--- src/rtl/baud_rate_generator_if.sv ---
// Control and strobe bundle between the baud-rate generator and the UART
// transmitter/receiver that consume its strobes.
interface baud_rate_generator_if #(
  parameter int OVERSAMPLE = 16
);
  logic                          enable;
  logic                          resync;
  logic [2:0]                    baud_select;
  logic                          sample_ENABLE;
  logic                          tx_ENABLE;
  logic                          mid_ENABLE;
  logic [$clog2(OVERSAMPLE)-1:0] sample_index;

  modport master (
    output enable, resync, baud_select,
    input  sample_ENABLE, tx_ENABLE, mid_ENABLE, sample_index
  );

  modport slave (
    input  enable, resync, baud_select,
    output sample_ENABLE, tx_ENABLE, mid_ENABLE, sample_index
  );
endinterface

--- src/rtl/baud_rate_generator.sv ---
// Fractional baud-rate generator: a phase accumulator yields an oversampling
// strobe with exact average rate, plus bit-rate and mid-bit strobes.
module baud_rate_generator #(
  parameter int CLK_FREQ_HZ = 50_000_000,
  parameter int OVERSAMPLE  = 16,
  parameter int ACC_WIDTH   = 27
) (
  input logic                   clk,
  input logic                   reset,
  baud_rate_generator_if.slave  bus
);

  localparam int                 IDX_W    = $clog2(OVERSAMPLE);
  localparam logic [ACC_WIDTH:0] CLK_F    = (ACC_WIDTH+1)'(CLK_FREQ_HZ);
  localparam logic [IDX_W-1:0]   IDX_LAST = IDX_W'(OVERSAMPLE - 1);
  localparam logic [IDX_W-1:0]   IDX_MID  = IDX_W'(OVERSAMPLE / 2);

  if (longint'(CLK_FREQ_HZ) <= longint'(115200) * longint'(OVERSAMPLE)) begin : g_bad_clk
    $error("CLK_FREQ_HZ must exceed 115200*OVERSAMPLE");
  end
  if (OVERSAMPLE < 4 || OVERSAMPLE > 64 || (OVERSAMPLE & (OVERSAMPLE - 1)) != 0) begin : g_bad_os
    $error("OVERSAMPLE must be a power of two in 4..64");
  end
  if (longint'(CLK_FREQ_HZ) + longint'(115200) * longint'(OVERSAMPLE) - 1
      >= (longint'(1) << ACC_WIDTH)) begin : g_bad_acc
    $error("ACC_WIDTH too small for CLK_FREQ_HZ + max increment");
  end

  // Phase increment per clock: baud * OVERSAMPLE.
  function automatic logic [ACC_WIDTH-1:0] rate_inc(input logic [2:0] sel);
    logic [31:0] baud;
    case (sel)
      3'd0:    baud = 32'd300;
      3'd1:    baud = 32'd1200;
      3'd2:    baud = 32'd4800;
      3'd3:    baud = 32'd9600;
      3'd4:    baud = 32'd19200;
      3'd5:    baud = 32'd38400;
      3'd6:    baud = 32'd57600;
      default: baud = 32'd115200;
    endcase
    return ACC_WIDTH'(baud * 32'(OVERSAMPLE));
  endfunction

  logic [ACC_WIDTH-1:0] acc,   acc_d;
  logic [IDX_W-1:0]     idx,   idx_d;
  logic [2:0]           sel_q, sel_d;
  logic                 sample_q, sample_d;
  logic                 tx_q,     tx_d;
  logic                 mid_q,    mid_d;
  logic [ACC_WIDTH:0]   sum;

  // Next state: resync beats a rate change, which beats enable.
  always_comb begin
    sel_d    = sel_q;
    acc_d    = acc;
    idx_d    = idx;
    sample_d = 1'b0;
    tx_d     = 1'b0;
    mid_d    = 1'b0;
    sum      = {1'b0, acc} + {1'b0, rate_inc(sel_q)};
    if (bus.resync) begin
      acc_d = '0;
      idx_d = '0;
    end else if (bus.baud_select != sel_q) begin
      sel_d = bus.baud_select;
      acc_d = '0;
      idx_d = '0;
    end else if (bus.enable) begin
      if (sum >= CLK_F) begin
        acc_d    = ACC_WIDTH'(sum - CLK_F);
        sample_d = 1'b1;
        if (idx == IDX_LAST) begin
          idx_d = '0;
          tx_d  = 1'b1;
        end else begin
          idx_d = idx + IDX_W'(1);
        end
        mid_d = (idx_d == IDX_MID);
      end else begin
        acc_d = sum[ACC_WIDTH-1:0];
      end
    end
  end

  // State and strobe registers.
  always_ff @(posedge clk or posedge reset) begin
    if (reset) begin
      acc      <= '0;
      idx      <= '0;
      sel_q    <= 3'b000;
      sample_q <= 1'b0;
      tx_q     <= 1'b0;
      mid_q    <= 1'b0;
    end else begin
      acc      <= acc_d;
      idx      <= idx_d;
      sel_q    <= sel_d;
      sample_q <= sample_d;
      tx_q     <= tx_d;
      mid_q    <= mid_d;
    end
  end

  assign bus.sample_ENABLE = sample_q;
  assign bus.tx_ENABLE     = tx_q;
  assign bus.mid_ENABLE    = mid_q;
  assign bus.sample_index  = idx;

endmodule

--- src/flat_wrapper.sv ---
// flat-port wrapper written by rule: the top's interface ports become plain ports
module baud_rate_generator_flat 
#(
  parameter int CLK_FREQ_HZ = 50_000_000,
  parameter int OVERSAMPLE  = 16,
  parameter int ACC_WIDTH   = 27
)
  (clk, reset, bus_enable, bus_resync, bus_baud_select, bus_sample_ENABLE, bus_tx_ENABLE, bus_mid_ENABLE, bus_sample_index);
  baud_rate_generator_if #(.OVERSAMPLE(OVERSAMPLE)) bus_i ();
  input logic clk;
  input logic reset;
  input wire logic [$bits(bus_i.enable)-1:0] bus_enable;
  input wire logic [$bits(bus_i.resync)-1:0] bus_resync;
  input wire logic [$bits(bus_i.baud_select)-1:0] bus_baud_select;
  output wire logic [$bits(bus_i.sample_ENABLE)-1:0] bus_sample_ENABLE;
  output wire logic [$bits(bus_i.tx_ENABLE)-1:0] bus_tx_ENABLE;
  output wire logic [$bits(bus_i.mid_ENABLE)-1:0] bus_mid_ENABLE;
  output wire logic [$bits(bus_i.sample_index)-1:0] bus_sample_index;
  assign bus_i.enable = bus_enable;
  assign bus_i.resync = bus_resync;
  assign bus_i.baud_select = bus_baud_select;
  assign bus_sample_ENABLE = bus_i.sample_ENABLE;
  assign bus_tx_ENABLE = bus_i.tx_ENABLE;
  assign bus_mid_ENABLE = bus_i.mid_ENABLE;
  assign bus_sample_index = bus_i.sample_index;
  baud_rate_generator #(.CLK_FREQ_HZ(CLK_FREQ_HZ), .OVERSAMPLE(OVERSAMPLE), .ACC_WIDTH(ACC_WIDTH)) u_core (.clk(clk), .reset(reset), .bus(bus_i));
endmodule
--- config.mk ---
export PLATFORM = sky130hd
export DESIGN_NAME = baud_rate_generator_flat
export DESIGN_NICKNAME = d
export VERILOG_FILES = /design/src/rtl/baud_rate_generator_if.sv /design/src/rtl/baud_rate_generator.sv /design/src/flat_wrapper.sv
export SDC_FILE = /design/constraint.sdc
export NUM_CORES = 1
export LEC_CHECK = 0
export BUFFER_PORTS_ARGS = -buffer_cell sky130_fd_sc_hd__buf_2
export CAP_MARGIN = 5
export CORE_AREA = 2 2 83 85
export CTS_CLUSTER_SIZE = 8
export DETAILED_ROUTE_END_ITERATION = 8
export DIE_AREA = 0 0 85 87
export PLACE_DENSITY = 0.67
export SETUP_SLACK_MARGIN = 0.5
export SLEW_MARGIN = 20
export SYNTH_ARGS = -nofsm -noshare
export SYNTH_HDL_FRONTEND = slang
export SYNTH_SLANG_ARGS = --single-unit
--- constraint.sdc ---
create_clock -name clk -period 4.1 [get_ports clk]
set_clock_uncertainty 0.2 [all_clocks]
set_input_delay 1.025 -clock clk [delete_from_list [all_inputs] [get_ports clk]]
set_output_delay 1.025 -clock clk [all_outputs]
set_load 0.005 [all_outputs]
==> results.md, run 1 <==
- RSZ-0062 raised after global routing: true
- Core Box Area: between 6000 and 7000 µm²
- Transition time at the pin with the least slew margin: approximately 970 ps
- Startpoint of the most critical register-to-register path: u_core.sel_q[2]
- Via count of the first global-routing pass: between 3000 and 4000
- Post-route fraction of the period consumed by the critical path: roughly 95%
- F_max: about 260 MHz
- Number of buffers inserted by port buffering: 13
- Overall global routing resource usage: 24.9%
- Top area cells in the synthesized netlist: dfrtp_1 25%, ha_1 7.2%, nor2_1 5.8%
- Reported leakage power: 0.00174 µW
- Number of enable flip-flop cells after synthesis: 0
- Share of total power consumed by net switching: 36.9%
- Avg Cell Area, Syn: 8.23 µm²
- Routed vias/inst: between 6 and 7
- Proportion of synthesized area in mux cells: under 10%
- Overflow left after global routing: 0
- VDD IR max: around 0.18 mV
- Post-synthesis compound-gate area fraction: between 20% and 30%
- Combinational family with the most area after synthesis: compound AO/OA/AOI/OAI gates
- Worst Setup EP: u_core.acc[15]
- CTS Root Cell: clkbuf_8
- Power share of the sequential group: 31.0%
- Logic depth of the worst register-to-register path: 16
- Hold Violations, Final: 0
- Slowest library cell on the worst path: dfrtp_2
- Power per cell area: 251 nW/µm²
- Cells along the critical path: nor3_4 -> ha_4 -> inv_2 -> fa_2 -> nand2b_4 -> a21o_1 -> buf_4 -> a21o_1 -> a211oi_2 -> o41a_1 -> o21bai_4 -> a31oi_4 -> buf_12 -> nor4_4 -> xor2_1 -> a211oi_1
- First-pass DRT Iterations: 5
- Critical Path Source Type: flip-flop
- Instance count of the mapped netlist: 380
- Cell taking the most area after synthesis: dfrtp_1
- Hold path cells: 2
- Post-synth cell types: 69
- # Max-Cap Violations: 0
- Crit path buf inv count: 3
- Count of warnings emitted by yosys: 0
- Drt first-iter violations: 209
- Starting density of the core: between 40% and 50%
- Clk pwr share: approximately 24%
- Launch point of the critical path: u_core.sel_q[2]
- Largest delay contributor family on the critical path: compound AO/OA/AOI/OAI gates
- Register area share after synthesis: between 20% and 30%
- Final setup viols: 0
- Cell area after synthesis: about 3100 µm²
- Sw Pwr: about 390 µW
- Most frequent CP cell: a21o_1
- Die ar.: ~7400 µm²
- Top-Level Pins: 14
- Final count of pins violating max slew: 0
- Synthesized Nets: 406
- Basic-gate share of the synthesized area counting and, or, nand and nor cells: between 20% and 30%
- Clock-pin slew reported for the worst setup and hold paths after clock tree synthesis: 70 ps
- Area fraction of the dominant cell type after synthesis: between 20 and 25%
- Maximum root-to-sink buffer count: 2
- Required time of the critical path: about 4100 ps
- TritonCTS clock tree: yes
- Layout Cells excl Fill: around 520
- Net total in the final layout: ~460
- Hold Buf Count CTS: 0
- Worst endpoint data arrival time: ~3900 ps
- Combinational power share: around 45%
- Number of sinks on the clock net: 31
- Clock insertion delay at the later pin of the skew report: 290 ps
- Vias: ~3200
- Yosys reg bits: 31
- Post-placement cell count: approximately 480
- H-tree level count: 2
- Parity-gate share of the synthesized area counting xor and xnor cells: under 10%
- Adder-cell share of the synthesized area: under 10%
- Width of the chip: about 85 µm
- Antenna-violating nets left: 0
- Wire per inst: 18.2 µm
- Worst slack on hold paths: 355 ps
- Wire length of the first global-routing pass: about 15000 µm
- Cell internal pwr: 660 µW
- Fraction of registers with async set/reset: between 90% and 100%
- Aggregate negative setup slack: 0 ps
- HPWL after detailed placement: between 6000 and 7000 µm
- Diode count: 0
- Class of the tightest hold or removal check: flip-flop to flip-flop
- Std-Cell Rows: 30
- Layout cell share with drive strength beyond 1: between 30% and 40%
- Total DRC errors in the routed layout: 0
- Status: complete, no violations
- Die span in y: 87 µm
- Critical Setup Path Class: flip-flop to flip-flop
- Shortest clock period the worst path allows after layout: slightly below 4000 ps
- Total detailed-routing wirelength: around 9400 µm
- Remaining max-slew budget at the tightest pin: between 30% and 40%
- Routability congestion estimate: ~0.89
- Number of antenna violations at the first check in global routing: 0
- Reg-to-reg endpoint: u_core.acc[15]
- Number of gates on the worst path with buffers counted: 16
- Flop2flop setup slack: about 210 ps
- Area grow syn2layout: 33.1%
- CTS Buf Count: 5
- Capturing element type of the critical path: flip-flop
- Largest fanout on the critical path: 13
- Maximum number of pins on one net before global-route repair: 36
- Slowest cell delay on critical path: approximately 460 ps
- Most used flip-flop cell after synthesis: dfrtp_1
==> cell type report <==
class	instances	area, µm²
Clock buffer	6	82.6
Fill cell	531	2410
Inverter	10	37.5
Clock inverter	1	5.00
Multi-Input combinational cell	319	2650
Tap cell	80	100
Timing Repair Buffer	69	510
Sequential cell	31	779
==> how the worst min path moves through the flow <==
stage / slack (ps) / startpoint / end
global route: 370 / u_core.acc[14] / u_core.acc[14]
finish: 360 / u_core.acc[26] / u_core.acc[26]
global placement: 320 / u_core.acc[6] / u_core.acc[6]
detailed placement: 330 / u_core.acc[6] / u_core.acc[6]
CTS: 350 / u_core.acc[14] / u_core.acc[14]
floorplan: 290 / u_core.acc[6] / u_core.acc[6]
==> metal layers <==
metal	wire length, µm	up-vias	GRT usage [%]	share of wire (%)
li1	-	1515	-	-
met1	4060	1564	30.6	43
met2	4790	92	44.0	51
met3	358	22	3.79	3.8
met4	175	0	9.09	1.9
met5	0	-	0	0
==> per-stage QoR <==
stage          instance area [µm²]  worst slack, ps  power (µW)  util, %
2_1_floorplan                 3220              247         566        -
3_3_place_gp                  3480             60.2         669     53.0
3_5_place_dp                  3480             6.37         672     53.0
4_1_cts                       3940              367         992     60.0
5_1_grt                       4160             21.1        1090     63.4
6_report                      4160              208        1050     63.4
==> sequential cells by signal (all words and copies together) (netlist names) <==
| name | flops |
|---|---|
| u_core.acc | 21 |
| u_core.bus.sample_ENABLE | 1 |
| u_core.bus.mid_ENABLE | 1 |
| u_core.bus.sample_index | 4 |
| u_core.sel_q | 3 |
| u_core.bus.tx_ENABLE | 1 |
==> power by group through the flow <==
stage | sequential (µW) | clock [µW] | combinational [µW]
5_1_grt | 326 | 269 | 499
2_1_floorplan | 323 | 0 | 242
6_report | 325 | 254 | 467
3_3_place_gp | 330 | 0 | 338
3_5_place_dp | 331 | 0 | 341
4_1_cts | 323 | 257 | 412
==> worst reg2reg max path, cell delays in order (launching register included) <==
cell and delay (ps):
dfrtp_2 460, nor3_4 270, ha_4 170, inv_2 40, fa_2 360, nand2b_4 180, a21o_1 180, buf_4 160
a21o_1 180, a211oi_2 280, o41a_1 300, o21bai_4 90, a31oi_4 260, buf_12 200, nor4_4 60, xor2_1 140
a211oi_1 270
==> Yosys cell counts (11+ instances only) <==
library cell,instances
a21o_1,11
clkbuf_1,18
dfrtp_1,31
nand2_1,24
a211oi_1,18
ha_1,18
nor3_1,13
a21oi_1,18
nor2_1,48
xor2_1,14
nand2b_1,11
xnor2_1,13
==> timing repair <==
item                       CTS  global route
buffers inserted            22            10
resized for setup           41            28
pin swaps                   20            19
setup endpoints to repair   27            27
==> layout by cell type (no fill, tap or decap), types with 4 or more instances in the layout <==
cell,count
buf_4,50
nor2_1,42
dfrtp_1,28
nand2_1,24
a21oi_1,14
a211oi_1,14
buf_2,14
xor2_1,12
a21o_1,10
inv_1,9
nand3_1,9
xnor2_1,9
ha_1,9
nor3_1,8
o21ai_0,7
o211ai_1,6
nand2b_1,6
o21a_1,6
a211oi_2,6
mux2i_1,6
ha_4,6
clkbuf_8,6
nand2b_4,5
and2_1,5
o21ai_1,5
and3_1,5
nor2_2,5
mux2_2,4
a211o_1,4
xnor2_2,4
or3_1,4
nor2_4,4
buf_6,4
==> logic make-up after synthesis <==
kind of cell / after synthesis
mux: 10
fa+ha+maj: 19
simple gates: 149
xor+xnor: 28
buf+inv: 30
flops: 31
compound gates: 113
(Power assumes the default switching activity.)
==> inputs of run 2 (changes only) <==
--- a/config.mk
+++ b/config.mk
@@ -7,11 +7,12 @@
 export LEC_CHECK = 0
 export BUFFER_PORTS_ARGS = -buffer_cell sky130_fd_sc_hd__buf_2
 export CAP_MARGIN = 5
-export CORE_AREA = 2 2 83 85
+export CORE_AREA = 2 2 92 94
 export CTS_CLUSTER_SIZE = 8
 export DETAILED_ROUTE_END_ITERATION = 8
-export DIE_AREA = 0 0 85 87
-export PLACE_DENSITY = 0.67
+export DIE_AREA = 0 0 94 96
+export RECOVER_POWER = 25
+export REMOVE_ABC_BUFFERS = 1
 export SETUP_SLACK_MARGIN = 0.5
 export SLEW_MARGIN = 20
 export SYNTH_ARGS = -nofsm -noshare
==> run 2 against run 1 <==
Effect of this change: the flow now finishes with violations (capacitance limit, slew limit); non-clock buffer count is 5 higher; via count is 1.4% lower; final area rose by 6.9%; cell count increased by 6.0%; setup slack better by 27 ps; core utilization decreased by 8.1 points; critical endpoint unchanged; total power up 5.0%; sequential power about the same; worst hold slack worse by 18 ps; global-route usage is 4.2 points lower; sequential share of layout area shrank 1.2 points.
==> results.md, run 2 (synthesis gave the netlist of run 1 again) <==
- Worst slack, placed: -11.2 ps
- F_max: between 200 and 300 MHz
- Net total in the final layout: around 470
- Core Box Area: just over 8000 µm²
- Routability congestion estimate: a little under 0.9
- Detailed-route wire length on metal 1: roughly 4400 µm
- Highest Signal Layer: met4
- Flop2flop setup slack: ~230 ps
- Largest fanout on the critical path: 15
- Std-Cell Rows: 33
- Capturing element type of the critical path: flip-flop
- Remaining max-slew budget at the tightest pin: -19.8%
- Hold Buf Count CTS: 0
- H-tree level count: 2
- HPWL after detailed placement: 6110 µm
- Wire length of the first global-routing pass: between 10000 and 15000 µm
- Number of inserted filler cells in the final layout: slightly above 700
- Class of the tightest hold or removal check: flip-flop to flip-flop
- Status: complete, but fails checks
- Clock-pin slew reported for the worst setup and hold paths after clock tree synthesis: approximately 80 ps
- Critical Setup Path Class: flip-flop to flip-flop
- Number of buffers inserted by port buffering: 13
- Routed vias/inst: around 5.8
- FF/Latch Area: slightly below 800 µm²
- Worst endpoint data arrival time: 3790 ps
- Die span in y: roughly 96 µm
- Number of antenna violations at the first check in global routing: 0
- Largest reg by FF count: u_core.acc
- Starting density of the core: 38.8%
- Reported leakage power: roughly 0.0017 µW
- Width of the chip: roughly 94 µm
- Final setup viols: 0
- RSZ-0062 raised after global routing: true
- Critical Path Source Type: flip-flop
- Largest register FFs: 21
- Final Cell Area: between 4000 and 5000 µm²
- VDD IR max: 0.229 mV
- First-pass DRT Iterations: 5
- Total power draw: 1100 µW
- Vias: roughly 3100
- Layout Cells excl Fill: approximately 550
- Detailed-routed wire length on met2: between 4000 and 5000 µm
- CTS Root Cell: clkbuf_8
- Transition time at the pin with the least slew margin: 1800 ps
- Total DRC errors in the routed layout: 0
- # Max-Cap Violations: 1
- Top-Level Pins: 14
- Required time of the critical path: around 4000 ps
- CTS Buf Count: 5
- Clock insertion delay at the later pin of the skew report: 290 ps
- Diode count: 0
- Hold Violations, Final: 0
- Slack of the critical path: approximately 230 ps
- Violations in the final reports: capacitance limit, slew limit
- Maximum root-to-sink buffer count: 2
- Aggregate negative setup slack: 0 ps
- Antenna-violating nets left: 0
- Total detailed-routing wirelength: between 9000 and 10000 µm
- Commonest non-fill, non-tap cell in the layout: buf_4
- Post-placement cell count: between 500 and 600
- Via count of the first global-routing pass: around 3000
- Placed instance area: 3440 µm²
- Met3 wirelength from detailed routing: about 340 µm
- Post-route fraction of the period consumed by the critical path: 94.3%
- Maximum number of pins on one net before global-route repair: 36
- Multi-input gate area in the final layout: approximately 2800 µm²
- Number of sinks on the clock net: 31
- Die ar.: roughly 9000 µm²
- TritonCTS clock tree: yes
- Overall global routing resource usage: about a fifth
- Final count of pins violating max slew: 32
- Shortest clock period the worst path allows after layout: between 3000 and 4000 ps
- Layout cell share with drive strength beyond 1: between 40% and 50%
- Power per cell area: about 250 nW/µm²
- Overflow left after global routing: 0
- Commonest non-fill, non-tap cells in the layout: 51 x buf_4, 42 x nor2_1, 29 x dfrtp_1
- Drt first-iter violations: about 180
- Area grow syn2layout: 42.3%
- Wire per inst: 17.1 µm
==> run 2: cell types whose count changed in the layout (fill, tap and decap cells not counted), sizes merged <==
cell / delta
buf: +4
clkbuf: +2
clkinv: -1
clkinvlp: +1
==> run 2: metal layers <==
layer | track usage (%) | up-vias
met2 | 34.1 | 84
met5 | 0 | -
li1 | - | 1524
met4 | 7.85 | 0
met3 | 2.04 | 19
met1 | 27.9 | 1522
==> run 2: metrics by stage <==
step	util, %	hold slack (ps)
finish	55.3	337
global route	55.3	370
CTS	51.0	344
detailed placement	42.8	326
global placement	42.8	317
floorplan	-	293
==> run 2: cell type report <==
type / instances / area share, %
Multi-Input combinational cell: 319 / 63.8
Sequential cell: 31 / 17.5
Timing Repair Buffer: 74 / 12.6
Tap cell: 105 / 2.95
Clock buffer: 7 / 2.16
Inverter: 10 / 0.843
Clock inverter: 1 / 0.169
==> run 2: power breakdown <==
group	leakage, µW	switching [µW]	internal, µW
Combinational	0.00127	268	222
Sequential	0.000423	9.82	313
Clock	0.0000505	133	153
==> run 2: what timing repair did <==
action	in CTS	in global routing
cloned	1	0
endpoints found under the setup margin	27	27
pin swaps	29	38
buffers inserted	27	8
resized for setup	64	57
==> run 2: final timing paths <==
path,start,end,cells past startpoint
max,u_core.sel_q[0],u_core.acc[15],17
min reg2reg,u_core.acc[6],u_core.acc[6],2
min,u_core.acc[6],u_core.acc[6],2
min in group asynchronous,reset,u_core.acc[24],3
max reg2reg,u_core.sel_q[0],u_core.acc[15],17
max in group asynchronous,reset,u_core.sel_q[2],3
==> run 2: critical path, cell delays in order (launching register included) <==
cell and delay (ps):
dfrtp_1 430, buf_6 140, buf_4 110, nand2b_4 70
nor2_4 120, ha_4 210, o211ai_1 370, buf_4 180
o21a_1 220, nor3_2 80, a211oi_4 240, o2111a_1 250
and3_1 230, a31oi_4 130, buf_12 180, nor4_4 220
xor2_1 210, a211oi_1 110
==> inputs of run 3 (changes only) <==
==> constraint.sdc (replaced) <==
create_clock -name clk -period 4.98 [get_ports clk]
set_clock_uncertainty 0.2 [all_clocks]
set_input_delay 1.245 -clock clk [delete_from_list [all_inputs] [get_ports clk]]
set_output_delay 1.245 -clock clk [all_outputs]
set_load 0.005 [all_outputs]
==> run 3 against run 2 <==
Effect of this change: via count decreased by 9.7%; critical path type unchanged; the run still ends with capacitance limit, slew limit left; register-to-register slack improved by 530 ps; clock power fell by 29%; sequential share of layout area up 5.3 points; combinational power fell by 50%; die area unchanged.
==> results.md, run 3 (synthesis gave the netlist of run 1 again) <==
- Worst endpoint data arrival time: between 4000 and 5000 ps
- Sw Pwr: around 270 µW
- Wire per inst: around 16 µm
- Highest Signal Layer: met4
- Reg-to-reg endpoint: u_core.acc[15]
- Drt first-iter violations: 240
- Slowest library cell on the worst path: dfrtp_2
- Maximum number of pins on one net before global-route repair: 36
- Largest delay contributor family on the critical path: compound AO/OA/AOI/OAI gates
- RSZ-0062 raised after global routing: true
- Critical Setup Path Class: flip-flop to flip-flop
- Total power draw: slightly above 700 µW
- Commonest non-fill, non-tap cells in the layout: 48 x nor2_1, 29 x dfrtp_1, 24 x nand2_1
- Hold path startpoint: u_core.acc[6]
- Vias: 2842
- H-tree level count: 2
- Die span in y: between 90 and 100 µm
- Placed instance area: 3280 µm²
- HPWL after detailed placement: 5880 µm
- Top-Level Pins: 14
- Met3 wirelength from detailed routing: approximately 220 µm
- Hold Violations, Final: 0
- Crit path buf inv count: 3
- Violations in the final reports: capacitance limit, slew limit
- Clock insertion delay at the later pin of the skew report: around 290 ps
- Hold Crit Endpoint: u_core.acc[6]
- Startpoint of the most critical register-to-register path: u_core.sel_q[0]
- Die ar.: ~9000 µm²
- Diode count: 0
- VDD IR max: between 0.15 and 0.2 mV
- Number of sinks on the clock net: 31
- Critical Path Source Type: flip-flop
- Clock-pin slew reported for the worst setup and hold paths after clock tree synthesis: about 80 ps
- Routed vias/inst: about 5.8
- F_max: about 240 MHz
- Class of the tightest hold or removal check: flip-flop to flip-flop
- Number of antenna violations at the first check in global routing: 0
- Number of inserted filler cells in the final layout: about 810
- Std-Cell Rows: 33
- Width of the chip: approximately 94 µm
- Aggregate negative setup slack: 0 ps
- Total detailed-routing wirelength: 7720 µm
- Cells along the critical path: nor3_4 -> ha_2 -> inv_1 -> fa_1 -> nand2b_1 -> a21o_1 -> a211oi_1 -> a311oi_1 -> buf_4 -> o41a_1 -> o21bai_4 -> a31oi_2 -> buf_4 -> nor4_2 -> xor2_1 -> a211oi_1
- Number of buffers inserted by port buffering: 13
- Routability congestion estimate: a little under 0.9
- Shortest clock period the worst path allows after layout: 4210 ps
- Status: complete, but fails checks
- Net total in the final layout: slightly above 400
- Final setup viols: 0
- Largest fanout on the critical path: 19
- Wire length of the first global-routing pass: 12600 µm
- Combinational power share: 34.2%
- Transition time at the pin with the least slew margin: 1780 ps
- CTS Root Cell: clkbuf_8
- Power share of the sequential group: 37.3%
- Area grow syn2layout: 9.28%
- Largest register FFs: 21
- Maximum root-to-sink buffer count: 2
- Logic depth of the worst register-to-register path: 16
- Detailed-routed wire length on met2: 3450 µm
- Starting density of the core: between 30 and 40%
- Cell internal pwr: ~450 µW
- Via count of the first global-routing pass: 2595
- Antenna-violating nets left: 0
- Layout cell share with drive strength beyond 1: around 14%
- Reported leakage power: between 0.001 and 0.0015 µW
- Final count of pins violating max slew: 32
- Share of total power consumed by net switching: a little under two fifths
- Remaining max-slew budget at the tightest pin: -18.8%
- Power per cell area: between 200 and 250 nW/µm²
- Largest reg by FF count: u_core.acc
- Hold path cells: 2
- CTS Buf Count: 5
- Post-route fraction of the period consumed by the critical path: between 80% and 90%
- Core Box Area: 8050 µm²
- Worst slack on hold paths: around 340 ps
- Overflow left after global routing: 0
- First-pass DRT Iterations: 4
- Required time of the critical path: 4970 ps
- Flop2flop setup slack: around 770 ps
- # Max-Cap Violations: 1
- TritonCTS clock tree: yes
- Capturing element type of the critical path: flip-flop
- Final Cell Area: approximately 3400 µm²
- Clk pwr share: between 20% and 30%
- Overall global routing resource usage: 17.6%
- Commonest non-fill, non-tap cell in the layout: nor2_1
- Total DRC errors in the routed layout: 0
- Slowest cell delay on critical path: approximately 500 ps
- Hold Buf Count CTS: 0
- Detailed-route wire length on metal 1: slightly below 4000 µm
## run 3: power by group through the flow
stage               logic, µW  clock network (µW)  registers [µW]
detailed placement        237                   0             270
floorplan                 176                   0             270
global route              269                 221             269
global placement          236                   0             270
finish                    245                 204             267
CTS                       239                 210             265
## run 3: stage by stage
| stage | worst slack (ps) | cells | utilization (%) |
|---|---|---|---|
| floorplan | 220 | 360 | - |
| global placement | 638 | 483 | 40.7 |
| detailed placement | 515 | 483 | 40.7 |
| CTS | 524 | 491 | 41.9 |
| global route | 468 | 492 | 42.4 |
| finish | 767 | 492 | 42.4 |
## run 3: worst max path at each step
| stage | from | end | slack, ps | depth (start not counted) |
|---|---|---|---|---|
| floorplan | u_core.sel_q[2] | u_core.bus.tx_ENABLE | 220 | 14 |
| global placement | u_core.sel_q[0] | u_core.acc[15] | 640 | 15 |
| detailed placement | u_core.sel_q[0] | u_core.acc[15] | 510 | 15 |
| CTS | u_core.sel_q[1] | u_core.acc[15] | 520 | 16 |
| global route | u_core.sel_q[0] | u_core.acc[15] | 470 | 16 |
| finish | u_core.sel_q[0] | u_core.acc[15] | 770 | 16 |
## run 3: final cells by class
type | instances | area (µm²) | area share [%]
Sequential cell | 31 | 778 | 22.8
Inverter | 10 | 37.5 | 1.10
Clock buffer | 5 | 68.8 | 2.01
Multi-Input combinational cell | 319 | 2270 | 66.6
Tap cell | 105 | 131 | 3.84
Clock inverter | 3 | 20.0 | 0.586
Timing Repair Buffer | 19 | 106 | 3.11
## run 3: repair_timing
item	in CTS	in global routing
endpoints found under the setup margin	1	24
setup buffers	0	1
pin swaps	0	1
endpoints found under the hold margin	0	0
resized for setup	1	8
## run 3: metal layers
layer  vias to the layer above  global-route usage, %
met4                         0                   5.43
met2                        52                   27.3
li1                       1428                      -
met5                         -                      0
met3                        10                   2.04
met1                      1352                   25.7
## run 3: worst min-delay path: stages (launching register included)
cell and delay [ps]:
dfrtp_1 350, mux2i_1 70, nor2_1 80
